==> config.mk <==
export PLATFORM = sky130hd
export DESIGN_NAME = row_fetch_scheduler_flat
export DESIGN_NICKNAME = d
export VERILOG_FILES = /design/src/rtl/row_fetch_scheduler_if.sv /design/src/rtl/row_fetch_scheduler.sv /design/src/flat_wrapper.sv
export SDC_FILE = /design/constraint.sdc
export NUM_CORES = 1
export LEC_CHECK = 0
export BUFFER_PORTS_ARGS = -buffer_cell sky130_fd_sc_hd__buf_2
export CORE_AREA = 2 2 86 88
export DETAILED_ROUTE_END_ITERATION = 10
export DIE_AREA = 0 0 88 90
export PLACE_DENSITY = 0.74
export REMOVE_ABC_BUFFERS = 1
export SLEW_MARGIN = 0
export SYNTH_ARGS = -nofsm -noshare
export SYNTH_HDL_FRONTEND = slang
export SYNTH_SLANG_ARGS = --single-unit
export TNS_END_PERCENT = 30
==> constraint.sdc <==
create_clock -name clk -period 2.73 [get_ports clk]
set_input_delay 0.4095 -clock clk [delete_from_list [all_inputs] [get_ports clk]]
set_output_delay 0.4095 -clock clk [all_outputs]
set_load 0.02 [all_outputs]
==> src/rtl/row_fetch_scheduler_if.sv <==
`default_nettype none
// ============================================================================
// Module   : row_fetch_scheduler_if
// Brief    : Row stream and block handshake between scheduler and datapath.
// Revision : 1.0
// ============================================================================
interface row_fetch_scheduler_if #(
    parameter int ADDR_W = 15
);
    logic [ADDR_W-1:0] row_addr;
    logic              row_valid;
    logic              row_ready;
    logic              blk_first;
    logic              blk_done;
    logic [ADDR_W-1:0] blk_idx;

    modport master (
        output row_addr, row_valid, blk_first, blk_idx,
        input  row_ready, blk_done
    );

    modport slave (
        input  row_addr, row_valid, blk_first, blk_idx,
        output row_ready, blk_done
    );
endinterface
`default_nettype wire

==> src/rtl/row_fetch_scheduler.sv <==
`default_nettype none
// ============================================================================
// Module   : row_fetch_scheduler
// Brief    : Walks a frame in vertical blocks, streaming each block's 8-tap
//            filter window as edge-clamped row addresses.
// Revision : 1.0
// ============================================================================
module row_fetch_scheduler #(
    parameter int FRAME_ROWS = 28800,
    parameter int ADDR_W     = 15,
    parameter int BLOCK_ROWS = 8
) (
    input  logic                  clk,
    input  logic                  rst,
    input  logic                  start,
    row_fetch_scheduler_if.master bus,
    output logic                  busy,
    output logic                  frame_done,
    output logic                  proto_err
);
    localparam int c_FETCH_LEN = BLOCK_ROWS + 7;
    localparam int c_K_W       = $clog2(c_FETCH_LEN);
    localparam int c_W         = ADDR_W + 2;

    localparam logic [c_K_W-1:0]  c_K_LAST   = c_K_W'(c_FETCH_LEN - 1);
    localparam logic [c_W-1:0]    c_LAST_ROW = c_W'(FRAME_ROWS - 1);
    localparam logic [c_W-1:0]    c_FRAME    = c_W'(FRAME_ROWS);
    localparam logic [c_W-1:0]    c_BLK      = c_W'(BLOCK_ROWS);
    localparam logic [ADDR_W-1:0] c_BLK_A    = ADDR_W'(BLOCK_ROWS);

    typedef enum logic [1:0] {
        S_IDLE  = 2'd0,
        S_FETCH = 2'd1,
        S_DRAIN = 2'd2,
        S_DONE  = 2'd3
    } state_t;

    state_t             r_state;
    state_t             w_state_nxt;
    logic [ADDR_W-1:0]  r_base;
    logic [ADDR_W-1:0]  w_base_nxt;
    logic [c_K_W-1:0]   r_k;
    logic [c_K_W-1:0]   w_k_nxt;
    logic [ADDR_W-1:0]  r_blk_idx;
    logic [ADDR_W-1:0]  w_blk_idx_nxt;
    logic               r_proto_err;
    logic               w_proto_err_nxt;

    logic [c_W-1:0]        w_base_ext;
    logic signed [c_W-1:0] w_off;
    logic [ADDR_W-1:0]     w_addr_clamped;

    always_ff @(posedge clk or negedge rst) begin
        if (!rst) begin
            r_state     <= S_IDLE;
            r_base      <= '0;
            r_k         <= '0;
            r_blk_idx   <= '0;
            r_proto_err <= 1'b0;
        end else begin
            r_state     <= w_state_nxt;
            r_base      <= w_base_nxt;
            r_k         <= w_k_nxt;
            r_blk_idx   <= w_blk_idx_nxt;
            r_proto_err <= w_proto_err_nxt;
        end
    end

    assign w_base_ext = c_W'(r_base);

    always_comb begin
        w_state_nxt     = r_state;
        w_base_nxt      = r_base;
        w_k_nxt         = r_k;
        w_blk_idx_nxt   = r_blk_idx;
        w_proto_err_nxt = r_proto_err;
        case (r_state)
            S_IDLE: begin
                if (start) begin
                    w_base_nxt      = '0;
                    w_k_nxt         = '0;
                    w_blk_idx_nxt   = '0;
                    w_proto_err_nxt = 1'b0;
                    w_state_nxt     = S_FETCH;
                end
            end
            S_FETCH: begin
                if (bus.row_ready) begin
                    if (r_k == c_K_LAST) begin
                        w_state_nxt = S_DRAIN;
                    end else begin
                        w_k_nxt = r_k + c_K_W'(1);
                    end
                end
            end
            S_DRAIN: begin
                if (bus.blk_done) begin
                    if (w_base_ext + c_BLK >= c_FRAME) begin
                        w_state_nxt = S_DONE;
                    end else begin
                        w_base_nxt    = r_base + c_BLK_A;
                        w_blk_idx_nxt = r_blk_idx + ADDR_W'(1);
                        w_k_nxt       = '0;
                        w_state_nxt   = S_FETCH;
                    end
                end
            end
            S_DONE: begin
                w_state_nxt = S_IDLE;
            end
            default: begin
                w_state_nxt = S_IDLE;
            end
        endcase
        // A stray completion is recorded even if it coincides with an accepted start.
        if (bus.blk_done && (r_state != S_DRAIN)) begin
            w_proto_err_nxt = 1'b1;
        end
    end

    // Window starts three rows above the block; clamp to the frame edges.
    always_comb begin
        w_off = signed'(w_base_ext) + signed'(c_W'(r_k)) - signed'(c_W'(3));
        if (w_off < 0) begin
            w_addr_clamped = '0;
        end else if (w_off > signed'(c_LAST_ROW)) begin
            w_addr_clamped = c_LAST_ROW[ADDR_W-1:0];
        end else begin
            w_addr_clamped = w_off[ADDR_W-1:0];
        end
    end

    assign bus.row_valid = (r_state == S_FETCH);
    assign bus.row_addr  = (r_state == S_FETCH) ? w_addr_clamped : '0;
    assign bus.blk_first = (r_state == S_FETCH) && (r_k == '0);
    assign bus.blk_idx   = r_blk_idx;
    assign busy          = (r_state != S_IDLE);
    assign frame_done    = (r_state == S_DONE);
    assign proto_err     = r_proto_err;
endmodule
`default_nettype wire

==> src/flat_wrapper.sv <==
// flat-port wrapper written by rule: the top's interface ports become plain ports
module row_fetch_scheduler_flat 
#(
    parameter int FRAME_ROWS = 28800,
    parameter int ADDR_W     = 15,
    parameter int BLOCK_ROWS = 8
)
  (clk, rst, start, busy, frame_done, proto_err, bus_row_addr, bus_row_valid, bus_blk_first, bus_blk_idx, bus_row_ready, bus_blk_done);
  row_fetch_scheduler_if #(.ADDR_W(ADDR_W)) bus_i ();
  input  logic clk;
  input  logic rst;
  input  logic start;
  output logic busy;
  output logic frame_done;
  output logic proto_err;
  output wire logic [$bits(bus_i.row_addr)-1:0] bus_row_addr;
  output wire logic [$bits(bus_i.row_valid)-1:0] bus_row_valid;
  output wire logic [$bits(bus_i.blk_first)-1:0] bus_blk_first;
  output wire logic [$bits(bus_i.blk_idx)-1:0] bus_blk_idx;
  input wire logic [$bits(bus_i.row_ready)-1:0] bus_row_ready;
  input wire logic [$bits(bus_i.blk_done)-1:0] bus_blk_done;
  assign bus_row_addr = bus_i.row_addr;
  assign bus_row_valid = bus_i.row_valid;
  assign bus_blk_first = bus_i.blk_first;
  assign bus_blk_idx = bus_i.blk_idx;
  assign bus_i.row_ready = bus_row_ready;
  assign bus_i.blk_done = bus_blk_done;
  row_fetch_scheduler #(.FRAME_ROWS(FRAME_ROWS), .ADDR_W(ADDR_W), .BLOCK_ROWS(BLOCK_ROWS)) u_core (.clk(clk), .rst(rst), .start(start), .bus(bus_i), .busy(busy), .frame_done(frame_done), .proto_err(proto_err));
endmodule
# After elaboration in Yosys (flattened, before gate mapping)
# Cells that the tools add are included.
# Widths: inputs -> output; s select.
word_totals:
  mem_bits_ro: 0
  ramBits: 0
  ff_bits: 37
  latchBits: 0
  output_inout_bits: 35
  in_bits: 5
  n_memories: 0
  elab_cells: 63
op_classes:
  multipliers: 0
  n_div: 0
  reduce_logical: 13
  n_mux: 25
  n_eq_ne: 11
  shifts: 0
  magnitude_cmp: 3
  bitwise: 0
  addsub: 6
ops:
  columns: ["operator", "count"]
  rows:
  - ["$mux 15", 8]
  - ["$pmux 15 s2", 2]
  - ["$mux 4", 5]
  - ["$ge 17x15->1 const B", 1]
  - ["$gt 17x16->1 const B", 1]
  - ["$lt 17x1->1 const B", 1]
  - ["$sub 16x2->17 const B", 1]
  - ["$add 15x4->16", 1]
  - ["$add 15x4->16 const B", 1]
  - ["$add 15x1->15 const B", 1]
  - ["$add 15x4->15 const B", 1]
  - ["$pmux 4 s3", 1]
  - ["$mux 2", 5]
  - ["$ne 2x2->1 const B", 5]
  - ["$pmux 2 s4", 1]
  - ["$reduce_and 4->1", 2]
  - ["$reduce_bool 2->1", 4]
  - ["$reduce_and 6->1", 1]
  - ["$add 4x1->4 const B", 1]
  - ["$eq 2x2->1 const B", 2]
  - ["$eq 4x4->1 const B", 1]
  - ["$logic_not 4->1", 1]
  - ["$ne 2x1->1 const B", 2]
  - ["$mux 1", 3]
  - ["5 further kinds", 6]

# Depth between registers and ports, before layout
logic_depth:
  word_depth: 6
  depth_mapped: 11

# Worst setup path after synthesis
# OpenSTA, ideal clock, no wires.
synth_timing:
  path_type: "register to output"
  start: "register u_core.r_base[3]"
  end: "output bus_row_addr[7]"
  n_path_buf: 0
  required_time_ps: 2321
  path_slack_ps: -690
  stages_incl_launch_ff: 12
  arrival_time_ps: 3011
  path_cell_list: "dfrtp_1 inv_1 ha_1 inv_1 ha_1 nand2b_1 a211oi_2 o211ai_1 a21o_1 a211oi_2 o31ai_4 nor4_1"
synth_between:
  elab_chain_len: 6
  word_cells_on_any_way: 7
synth_lines:
  columns: ["element", "line_no", "source"]
  rows:
  - ["start, declared", "row_fetch_scheduler.sv:40", "logic [ADDR_W-1:0] r_base;"]
  - ["start signal, assigned", "row_fetch_scheduler.sv:62", "r_base <= w_base_nxt;"]
  - ["$add 15x4->16 *", "row_fetch_scheduler.sv:123", "w_off = signed'(w_base_ext) + signed'(c_W'(r_k)) - signed'(c_W'(3));"]
  - ["$sub 16x2->17 *", "row_fetch_scheduler.sv:123", null]
  - ["$gt 17x16->1", "row_fetch_scheduler.sv:126", "end else if (w_off > signed'(c_LAST_ROW)) begin"]
  - ["$mux 15", "row_fetch_scheduler.sv:126", null]
  - ["$mux 15 *", "row_fetch_scheduler.sv:124", "if (w_off < 0) begin"]
  - ["$mux 15 *", "row_fetch_scheduler.sv:134", "assign bus.row_addr = (r_state == S_FETCH) ? w_addr_clamped : '0;"]
  - ["end, declared", "flat_wrapper.sv:16", "output wire logic [$bits(bus_i.row_addr)-1:0] bus_row_addr;"]
# Every way passes the cells marked *; elsewhere a longest branch is shown, timed or not.

# Worst setup path after layout
layout_timing:
  start: "register u_core.r_k[3]"
  end: "output bus_row_addr[9]"
layout_between:
  elab_chain_len: 6
  word_cells_on_any_way: 7
layout_lines:
  columns: ["element", "line_no", "source"]
  rows:
  - ["start, declared", "row_fetch_scheduler.sv:42", "logic [c_K_W-1:0] r_k;"]
  - ["start signal, assigned", "row_fetch_scheduler.sv:63", "r_k <= w_k_nxt;"]
  - ["$add 15x4->16 *", "row_fetch_scheduler.sv:123", null]
  - ["$sub 16x2->17 *", "row_fetch_scheduler.sv:123", null]
  - ["$gt 17x16->1", "row_fetch_scheduler.sv:126", null]
  - ["$mux 15", "row_fetch_scheduler.sv:126", null]
  - ["$mux 15 *", "row_fetch_scheduler.sv:124", null]
  - ["$mux 15 *", "row_fetch_scheduler.sv:134", null]
# Marked as above.

==> qor.txt <==
Pwr/cell area = 703 nW/um2
GRT Residual Overflow = 0
CP bufs+invs = 4
Drt drc = 0
Clock period minus worst slack = 3460 ps
Avg Inst Size Synth = 8.12 um2
DRT iter0 DRCs = 124
Final Util = 59.6%
Design Area, Final = 4180 um2
CTS Buf Count = 5
Worst-Margin Slew = 773 ps
Die width = 88 um
Largest area contributor in the netlist = dfrtp_1
Die height = 90 um
Antenna viol nets, final = 0
Status = finished with violations
Number of vias per cell = 5.38
Unique masters post-synth = 55
Sink Count = 34
Critical path cell sequence = inv_1 -> ha_1 -> inv_2 -> ha_4 -> nand2b_4 -> a211o_1 -> a211oi_2 -> o22ai_1 -> and4b_2 -> o31ai_4 -> buf_6 -> nor4_2 -> buf_4
Crit path setup slack, layout = -733 ps
Core area = 7020 um2
Arr. time, crit path = 3050 ps
Layout cells sized above 1 = 32.6%
Detailed Routing Iterations Pass 1 = 4
Buffers on Ports = 39
Failing checks = setup timing
Syn Std Cell Area = 3040 um2
FF-to-FF Start = u_core.r_base[5]$_DFFE_PN0P_
Critical path's top delay family = compound AO/OA/AOI/OAI gates
CP Launch Type = flip-flop
Tcrit/Tclk final = 127%
Row Count = 31
Total I/O pin count = 40
Layout area overhead = 37.8%
CP max stage delay = 350 ps
Slew Viols, Final = 0
Clk buf depth = 2
Slew HR = 48.4%
Final Net Count = 518
Crit-path slowest cell = dfrtp_1
Initial antenna violation count = 0
Area of the die = 7920 um2
CTS clock-pin slew for the worst setup and hold paths = 70 ps
CTS HTree Levels = 2
Clock root buffer = clkbuf_8
GRT Util Overall = 21.1%
Most frequent cells in the layout = 80 x buf_4, 34 x dfrtp_1, 31 x nand2_1, 31 x ha_1, 28 x o21ai_0
Yosys top cell area share = 28.0%
Cell leakage power = 2.00 nW
Cell Area, Placed = 3810 um2
Detailed placer's ending HPWL = 5920 um
N_diodes = 0
WL per Instance = 14.3 um
Initial Util = 43.2%
Placer Congestion = 0.879
First-pass GRT wire length = 13,800 um
Routed WL = 8300 um
Register area share after synthesis = 28.0%
RSZ-0062 raised after global routing = yes
Peak supply drop = 0.311 mV
YS warnings = 0
Setup violations, final = 15
Max Clk Rate = 289 MHz
CTS tree = built
# fillers = 604
Max Cap Viol = 0
Crit path from = u_core.r_k[3]$_DFFE_PN0P_
Path type of the worst min-delay path = in -> async
WS Path Type = reg -> out
Fin. Hold Viols = 0
Commonest non-fill, non-tap cell in the layout = buf_4
Setup crit end kind = output port
Primary FF master, synth = dfrtp_1
Max FO, Critical Path = 6
Leading post-synthesis cells by cell area = dfrtp_1 28%, ha_1 14%, xnor2_1 5.2%
Worst-Skew Late Latency = 280 ps
Mapped Cells = 374
Vias in the first global route = 3,070
Via count = 3,118
Asr flop ratio synth = 100%
CP required = 2320 ps
Number of synthesized flops with an enable pin = 0
Setup Skew = 3.76 ps
Place WS = -521 ps
#FFs+latches synth = 34
Power, Total = 2.94 mW
Largest net degree at the start of global routing = 39
Cts hold-fix bufs = 0
kinds of logic (layout without fill, tap and decap cells):
group                      count (synthesis)  in the layout  synth area share [%]
muxes                                      1              1                 0.330
and+or+nand+nor                          134            134                  22.7
buffers and inverters                     43            150                  6.06
AOI/OAI and AO/OA                        107            107                  23.0
DFF                                       34             34                  28.0
adders and majority gates                 33             33                  13.6
xor gates and xnor gates                  22             22                  6.35
power by group:
part           internal [mW]  switching (mW)
logic                  0.976           0.969
registers              0.532          0.0257
clock network          0.255           0.184
total                   1.76            1.18
worst paths after layout:
path | endpoint | slack, ps | cells past startpoint
setup / recovery | bus_row_addr[9] | -730 | 13
hold / removal | u_core.bus.blk_idx[9]$_DFFE_PN0P_ | 200 | 1
setup reg to reg | u_core.bus.blk_idx[13]$_DFFE_PN0P_ | 150 | 10
hold reg to reg | u_core.proto_err$_DFFE_PN0P_ | 520 | 2
max in group asynchronous | u_core.r_k[1]$_DFFE_PN0P_ | 2040 | 1
min in group clk | u_core.r_state[0]$_DFFE_PN0P_ | 350 | 2
cells in the mapped netlist, drive strengths merged (3+ instances only):
cell    instances
buf             7
or3             7
inv            29
ha             33
a31oi           4
o211ai          3
a21oi          28
dfrtp          34
xor2            4
o21ai          29
a21o            5
and3            6
nand4           9
clkbuf          7
nor4            5
xnor2          18
nor2           28
and2            4
nand2b          7
a211oi          4
nor3           13
nor2b           3
o31ai           6
a311oi          3
o21a            5
nand2          32
nand3           9
o22ai           6
metrics by stage:
stage / hold slack (ps) / cells / TNS [ps]
after floorplan: 114 / 360 / -27100
after global placement: 508 / 565 / -6060
after detailed placement: 523 / 565 / -6660
after CTS: 232 / 577 / -8830
after global routing: 267 / 580 / -11310
final: 196 / 580 / -9730
cell type report:
cell class	instances	area, um2	area share [%]
clock buffers	8	110	2.63
well taps	99	124	2.96
inverters	29	109	2.60
multi-input cells	297	2170	51.9
repair buffers	113	818	19.6
flip-flops and latches	34	851	20.3
registers in the layout, indices dropped and copies added, names as in the netlist:
register and count:
u_core.bus.blk_idx 15, u_core.proto_err 1, u_core.r_k 4, u_core.r_base 12, u_core.r_state 2
per-layer routing:
metal | vias to the layer above | share of wire [%] | global-route usage (%)
met3 | 12 | 3.1 | 2.85
met1 | 1466 | 44 | 26.9
met4 | 0 | 1.6 | 7.44
met5 | - | 0 | 0
li1 | 1563 | - | -
met2 | 77 | 51 | 35.7
what timing repair did:
action	in CTS	in global routing
endpoints found under the setup margin	15	24
setup buffers	4	3
pin swaps	13	7
gates resized for setup	30	19
Note: power is estimated with default switching activity, not from simulation.
